## config.mk

```make
export PLATFORM = sky130hd
export DESIGN_NAME = window_kernel_mac
export DESIGN_NICKNAME = d
export VERILOG_FILES = /design/src/rtl/window_pkg.sv /design/src/rtl/window_kernel_mac_adder_tree.sv /design/src/rtl/window_kernel_mac.sv
export SDC_FILE = /design/constraint.sdc
export NUM_CORES = 2
export LEC_CHECK = 0
export ABC_AREA = 1
export CORE_AREA = 2 2 325 327
export DETAILED_ROUTE_END_ITERATION = 8
export DIE_AREA = 0 0 327 329
export PLACE_DENSITY = 0.72
export SLEW_MARGIN = 40
export SYNTH_ARGS = -nofsm -noshare
export SYNTH_HDL_FRONTEND = slang
export SYNTH_HIERARCHICAL = 1
export SYNTH_SLANG_ARGS = --single-unit
export TNS_END_PERCENT = 100
```

## constraint.sdc

```tcl
create_clock -name clk_i -period 13.72 [get_ports clk_i]
set_input_delay 4.116 -clock clk_i [delete_from_list [all_inputs] [get_ports clk_i]]
set_output_delay 4.116 -clock clk_i [all_outputs]
set_load 0.005 [all_outputs]
```

## src/rtl/window_pkg.sv

```systemverilog
// Shared helpers for the window pipeline: tap counting, accumulator sizing and identity-kernel values.
package window_pkg;

  function automatic int clog2_safe(input int value);
    return (value <= 1) ? 1 : $clog2(value);
  endfunction

  function automatic int tap_count(input int ww, input int wh);
    return ww * wh;
  endfunction

  // Product width plus enough headroom that summing every tap cannot overflow.
  function automatic int acc_width(input int data_width, input int coeff_width, input int taps);
    return data_width + 1 + coeff_width + $clog2(taps);
  endfunction

  function automatic int centre_tap(input int ww, input int wh);
    return ((wh - 1) / 2) * ww + (ww - 1) / 2;
  endfunction

  function automatic int identity_coeff(input int tap, input int ww, input int wh, input int shift);
    return (tap == centre_tap(ww, wh)) ? (1 << shift) : 0;
  endfunction

endpackage

```

## src/rtl/window_kernel_mac_adder_tree.sv

```systemverilog
// Registered pairwise reduction of N signed operands; one level per clock, odd leftovers ride along.
module adder_tree_pipelined #(
  parameter int N        = 9,
  parameter int IN_WIDTH = 17
) (
  input  logic                           clk_i,
  input  logic [N*IN_WIDTH-1:0]          data_i,
  output logic [IN_WIDTH+$clog2(N)-1:0]  sum_o
);

  localparam int LV = $clog2(N);
  localparam int OW = IN_WIDTH + LV;

  function automatic int level_count(input int lvl);
    return (N + (1 << lvl) - 1) >> lvl;
  endfunction

  logic [N*OW-1:0] ext;

  always_comb begin
    ext = '0;
    for (int i = 0; i < N; i++)
      ext[i*OW +: OW] = OW'(signed'(data_i[i*IN_WIDTH +: IN_WIDTH]));
  end

  generate
    if (LV == 0) begin : g_pass
      assign sum_o = ext;
    end else begin : g_tree
      logic [N*OW-1:0] lvl [1:LV];

      // Level 1 reads the sign-extended inputs; deeper levels read the previous register row.
      function automatic logic [OW-1:0] operand(input int l, input int j);
        int jj;
        jj = (j < N) ? j : 0;
        if (l == 1)
          return ext[jj*OW +: OW];
        return lvl[(l > 1) ? l - 1 : 1][jj*OW +: OW];
      endfunction

      always_ff @(posedge clk_i) begin
        for (int l = 1; l <= LV; l++) begin
          for (int i = 0; i < N; i++) begin
            if (i < level_count(l)) begin
              if (2*i + 1 < level_count(l - 1))
                lvl[l][i*OW +: OW] <= operand(l, 2*i) + operand(l, 2*i + 1);
              else
                lvl[l][i*OW +: OW] <= operand(l, 2*i);
            end else begin
              lvl[l][i*OW +: OW] <= '0;
            end
          end
        end
      end

      assign sum_o = lvl[LV][OW-1:0];
    end
  endgenerate

endmodule

```

## src/rtl/window_kernel_mac.sv

```systemverilog
// Per-window multiply-accumulate with round/shift/saturate and a double-buffered kernel that
// only swaps on a frame-start beat, so one frame is never filtered with two kernels.
module window_kernel_mac
  import window_pkg::*;
#(
  parameter int DATA_WIDTH    = 8,
  parameter int IMAGE_WIDTH   = 5,
  parameter int IMAGE_HEIGHT  = 5,
  parameter int WINDOW_WIDTH  = 3,
  parameter int WINDOW_HEIGHT = 3,
  parameter int COEFF_WIDTH   = 8,
  parameter int SHIFT         = 4,
  parameter int OUT_WIDTH     = 8,
  localparam int N  = tap_count(WINDOW_WIDTH, WINDOW_HEIGHT),
  localparam int CW = clog2_safe(IMAGE_WIDTH),
  localparam int RW = clog2_safe(IMAGE_HEIGHT),
  localparam int AW = clog2_safe(N)
) (
  input  logic                     clk_i,
  input  logic                     rst_i,
  input  logic [N*DATA_WIDTH-1:0]  window_i,
  input  logic [CW-1:0]            col_i,
  input  logic [RW-1:0]            row_i,
  input  logic                     valid_i,
  input  logic                     coeff_we_i,
  input  logic [AW-1:0]            coeff_addr_i,
  input  logic [COEFF_WIDTH-1:0]   coeff_data_i,
  input  logic                     coeff_commit_i,
  output logic                     coeff_pending_o,
  output logic [OUT_WIDTH-1:0]     pixel_o,
  output logic [CW-1:0]            col_o,
  output logic [RW-1:0]            row_o,
  output logic                     valid_o
);

  localparam int LV      = $clog2(N);
  localparam int PW      = DATA_WIDTH + 1 + COEFF_WIDTH;
  localparam int ACC     = acc_width(DATA_WIDTH, COEFF_WIDTH, N);
  localparam int RND_INT = (SHIFT > 0) ? (1 << (SHIFT - 1)) : 0;
  localparam logic signed [ACC:0] OUT_MAX = (ACC+1)'({OUT_WIDTH{1'b1}});

  localparam logic [0:0] ST_IDLE    = 1'b0;
  localparam logic [0:0] ST_PENDING = 1'b1;

  logic [0:0]                    state;
  logic signed [COEFF_WIDTH-1:0] shadow_bank [N];
  logic signed [COEFF_WIDTH-1:0] active_bank [N];
  logic signed [PW-1:0]          pix_s [N];
  logic signed [PW-1:0]          coef_s [N];
  logic [N*PW-1:0]               prod;
  logic [ACC-1:0]                tree_sum;
  logic signed [ACC:0]           rounded;
  logic signed [ACC:0]           scaled;
  logic [OUT_WIDTH-1:0]          sat_pix;
  logic                          frame_start;
  logic                          swap;

  logic                          vld_pipe [LV+1];
  logic [CW-1:0]                 col_pipe [LV+1];
  logic [RW-1:0]                 row_pipe [LV+1];

  assign frame_start     = valid_i && (col_i == '0) && (row_i == '0);
  assign swap            = (state == ST_PENDING) && frame_start;
  assign coeff_pending_o = (state == ST_PENDING);

  // Shadow edits are frozen while a swap is armed so the committed kernel is exactly what lands.
  always_ff @(posedge clk_i) begin
    if (!rst_i) begin
      state <= ST_IDLE;
      for (int i = 0; i < N; i++) begin
        shadow_bank[i] <= COEFF_WIDTH'(identity_coeff(i, WINDOW_WIDTH, WINDOW_HEIGHT, SHIFT));
        active_bank[i] <= COEFF_WIDTH'(identity_coeff(i, WINDOW_WIDTH, WINDOW_HEIGHT, SHIFT));
      end
    end else if (state == ST_IDLE) begin
      if (coeff_we_i && (int'(coeff_addr_i) < N))
        shadow_bank[coeff_addr_i] <= coeff_data_i;
      if (coeff_commit_i)
        state <= ST_PENDING;
    end else if (frame_start) begin
      active_bank <= shadow_bank;
      state       <= ST_IDLE;
    end
  end

  // The frame-start beat that triggers the swap is multiplied by the incoming kernel.
  always_comb begin
    for (int i = 0; i < N; i++) begin
      pix_s[i]  = PW'(signed'({1'b0, window_i[i*DATA_WIDTH +: DATA_WIDTH]}));
      coef_s[i] = PW'(swap ? shadow_bank[i] : active_bank[i]);
    end
  end

  always_ff @(posedge clk_i) begin
    for (int i = 0; i < N; i++)
      prod[i*PW +: PW] <= pix_s[i] * coef_s[i];
  end

  adder_tree_pipelined #(
    .N        (N),
    .IN_WIDTH (PW)
  ) u_tree (
    .clk_i  (clk_i),
    .data_i (prod),
    .sum_o  (tree_sum)
  );

  // One extra bit keeps the rounding constant from wrapping a near-full-scale sum.
  always_comb begin
    rounded = (ACC+1)'(signed'(tree_sum)) + (ACC+1)'(RND_INT);
    scaled  = rounded >>> SHIFT;
    if (scaled[ACC])
      sat_pix = '0;
    else if (scaled > OUT_MAX)
      sat_pix = '1;
    else
      sat_pix = scaled[OUT_WIDTH-1:0];
  end

  always_ff @(posedge clk_i) begin
    if (!rst_i) begin
      for (int k = 0; k <= LV; k++) begin
        vld_pipe[k] <= 1'b0;
        col_pipe[k] <= '0;
        row_pipe[k] <= '0;
      end
      valid_o <= 1'b0;
      pixel_o <= '0;
      col_o   <= '0;
      row_o   <= '0;
    end else begin
      vld_pipe[0] <= valid_i;
      col_pipe[0] <= col_i;
      row_pipe[0] <= row_i;
      for (int k = 1; k <= LV; k++) begin
        vld_pipe[k] <= vld_pipe[k-1];
        col_pipe[k] <= col_pipe[k-1];
        row_pipe[k] <= row_pipe[k-1];
      end
      valid_o <= vld_pipe[LV];
      // Coordinates and pixel hold their last valid values across idle beats.
      if (vld_pipe[LV]) begin
        pixel_o <= sat_pix;
        col_o   <= col_pipe[LV];
        row_o   <= row_pipe[LV];
      end
    end
  end

endmodule

```

==> impl_results.md <==
- Final clock skew: approximately 15 ps
- Worst R2R Start: coeff_pending_o
- Worst path bufs/invs: 6
- Total of max-cap violations: 0
- Worst Hold End: u_tree/g_tree.lvl[0][202]
- NumNets Final: around 7k
- Area Overhead vs Synth: 10.1%
- Seq. cell area: about 11000 um^2
- Die H: 329 um
- Fin crit period: a little over 10000 ps
- Drt first pass iters: 7
- Input/output buffers: between 100 and 150
- Delay-heaviest family, CP: adder cells
- Final setup violation count: 0
- DRC viols: 0
- Final hold violations: 0
- Worst setup path startpoint: col_i[2]
- Final ANT Viol Nets: 0
- Most frequent CP cell: nand2_1
- Worst setup SP type: input pin
- Final Cycle Share: 75.0%
- WHS: 320 ps
- DR WL/cell: 14.3 um
- Final wirelength: around 110000 um
- CP Capture Type: register
- Crit-path max FO: 35
- Cell Count, Final, Fillers Out: around 7.5k
- Cts bufs inserted: 60
- I/O pin cnt: about 110
- Max Fclk: between 90 and 100 MHz
- Largest net degree at the start of global routing: 85
- # rows: roughly 120
- Status: complete, no violations
- DIE AREA: approximately 110000 um^2
- Hold Crit Class: register to register
- Final HPWL from detailed placement: between 80000 and 90000 um
- Ys Warns: 6
- RSZ-0062 raised after global routing: no
- Post-Synthesis Cells: 5933
- Reg-to-reg slack, setup: between 6000 and 7000 ps
- Core area: roughly 100000 um^2
- Slew @ Worst Pin: about 820 ps
- Post-synthesis cell area: about 46000 um^2
- Die Width: 327 um
- Hold path cells: 0
- GP Congestion: between 0.9 and 1
- Mapped Nets: 6973
- Number of fill cells: 9874
- Max VDD drop: between 0.09 and 0.1 mV
- Clock Latency Late Sink: 650 ps
- First-pass GRT wire length: between 150000 and 200000 um
- Initial antenna violation count: 4
- Avg Cell Area, Syn: between 7 and 8 um^2
- Setup TNS: 0 ps
- H-tree depth: 2
- CP max stage cell: inv_2
- Post-CTS sizing: 0
- Overall routing resource usage: between 20% and 30%
- Worst r2r dst: prod[134]
- Vias in the first global route: roughly 36k
- Cell area after layout: ~51000 um^2
- Pins Over Slew Limit: 0
- Root buffer cell: clkbuf_16
- Critical Path RT: 14290 ps
- Clk sinks: between 500 and 600
- Via/cell ratio: 4.79
- DRT iter0 DRCs: approximately 2.2k
- Multi-input gate area: about 30000 um^2
- Layout cells sized above 1: between 5 and 6%
- Pleak: 0.0276 uW
- GRT overflow: 0
- CTS tree: yes
- Vias: roughly 36k
- Post-DP Area: 49000 um^2
- Critical path depth: 25
- Critical path type: input pin to register
- Hold path start: u_tree/g_tree.lvl[0][160]
- Worst slew margin: between 40% and 50%
- Clk slew on worst S/H paths: around 60 ps
- Power per cell area: 76.2 nW/um^2
- Initial core utilization: between 40 and 50%
- Hold buffer count at cts: 0
- Dpl cells: about 7.4k
- WP data arrival: roughly 11000 ps
- Max stage delay on crit path: ~810 ps
- R2R depth: 25
- Setup Buffers After CTS: 0
- Clk buf depth: 3
worst max-delay path by stage:
stage / end / slack, ps
2_1_floorplan: prod[134] / 4930
4_1_cts: prod[82] / 3520
5_1_grt: prod[82] / 3010
3_5_place_dp: prod[82] / 2820
6_report: prod[134] / 3420
3_3_place_gp: prod[100] / 2950
area by class of cell:
class,count,area share [%]
Antenna cell,1,0.00490
Clock buffer,71,3.20
Clock inverter,39,0.925
Inverter,1400,10.3
Multi-Input combinational cell,3913,58.2
Sequential cell,552,21.6
Tap cell,1391,3.41
Timing Repair Buffer,121,2.31
metal layers:
metal | up-vias | global-route usage, % | routed length (um)
met5 | - | 0 | 27
met4 | 4 | 5.83 | 3020
met3 | 184 | 3.00 | 5370
met2 | 745 | 34.5 | 50500
met1 | 16900 | 26.4 | 47900
li1 | 18000 | - | -
worst register-to-register path: stages, from the launching register on:
cell and delay, ps:
dfxtp_1 360, inv_1 80, nor4_1 420, nand2_4 500, inv_2 820, or2_2 260
o21ai_2 110, nor2_1 230, inv_1 130, fa_1 750, inv_1 110, fa_1 500
inv_1 60, fa_1 490, fa_1 490, inv_1 40, ha_1 340, nand2_1 90
o21ai_0 190, a21oi_1 90, o21ai_0 260, nand2_1 80, nand2_1 60, nand2_1 40
nand2_1 70, xor2_1 160
report_power, final:
part           switching [uW]  internal (uW)  leakage, uW
combinational             298            161       0.0221
clock                     698           1010      0.00103
sequential               48.1           1680      0.00448
state kept, by name, indices dropped and copies added, names as in the netlist, 5 cells and up:
register           flops
u_tree/g_tree.lvl    204
prod                 153
active_bank           72
shadow_bank           72
col_pipe              15
row_pipe              15
pixel_o                8
vld_pipe               5
layout by cell type (no fill, tap or decap), types with 114 or more instances in the layout:
cell,count
a21oi_1,281
dfxtp_1,552
fa_1,494
ha_1,451
inv_1,1380
nand2_1,1160
nand3_1,213
nor2_1,683
o21ai_0,114
xor2_1,152
through the flow:
stage	power (uW)	utilization (%)	setup WS (ps)
global route	4060	49.0	3010
detailed placement	2220	46.9	2820
floorplan	2080	-	4930
finish	3890	49.0	3420
CTS	3940	48.9	3520
global placement	2220	46.9	2950
(Power assumes the default switching activity.)
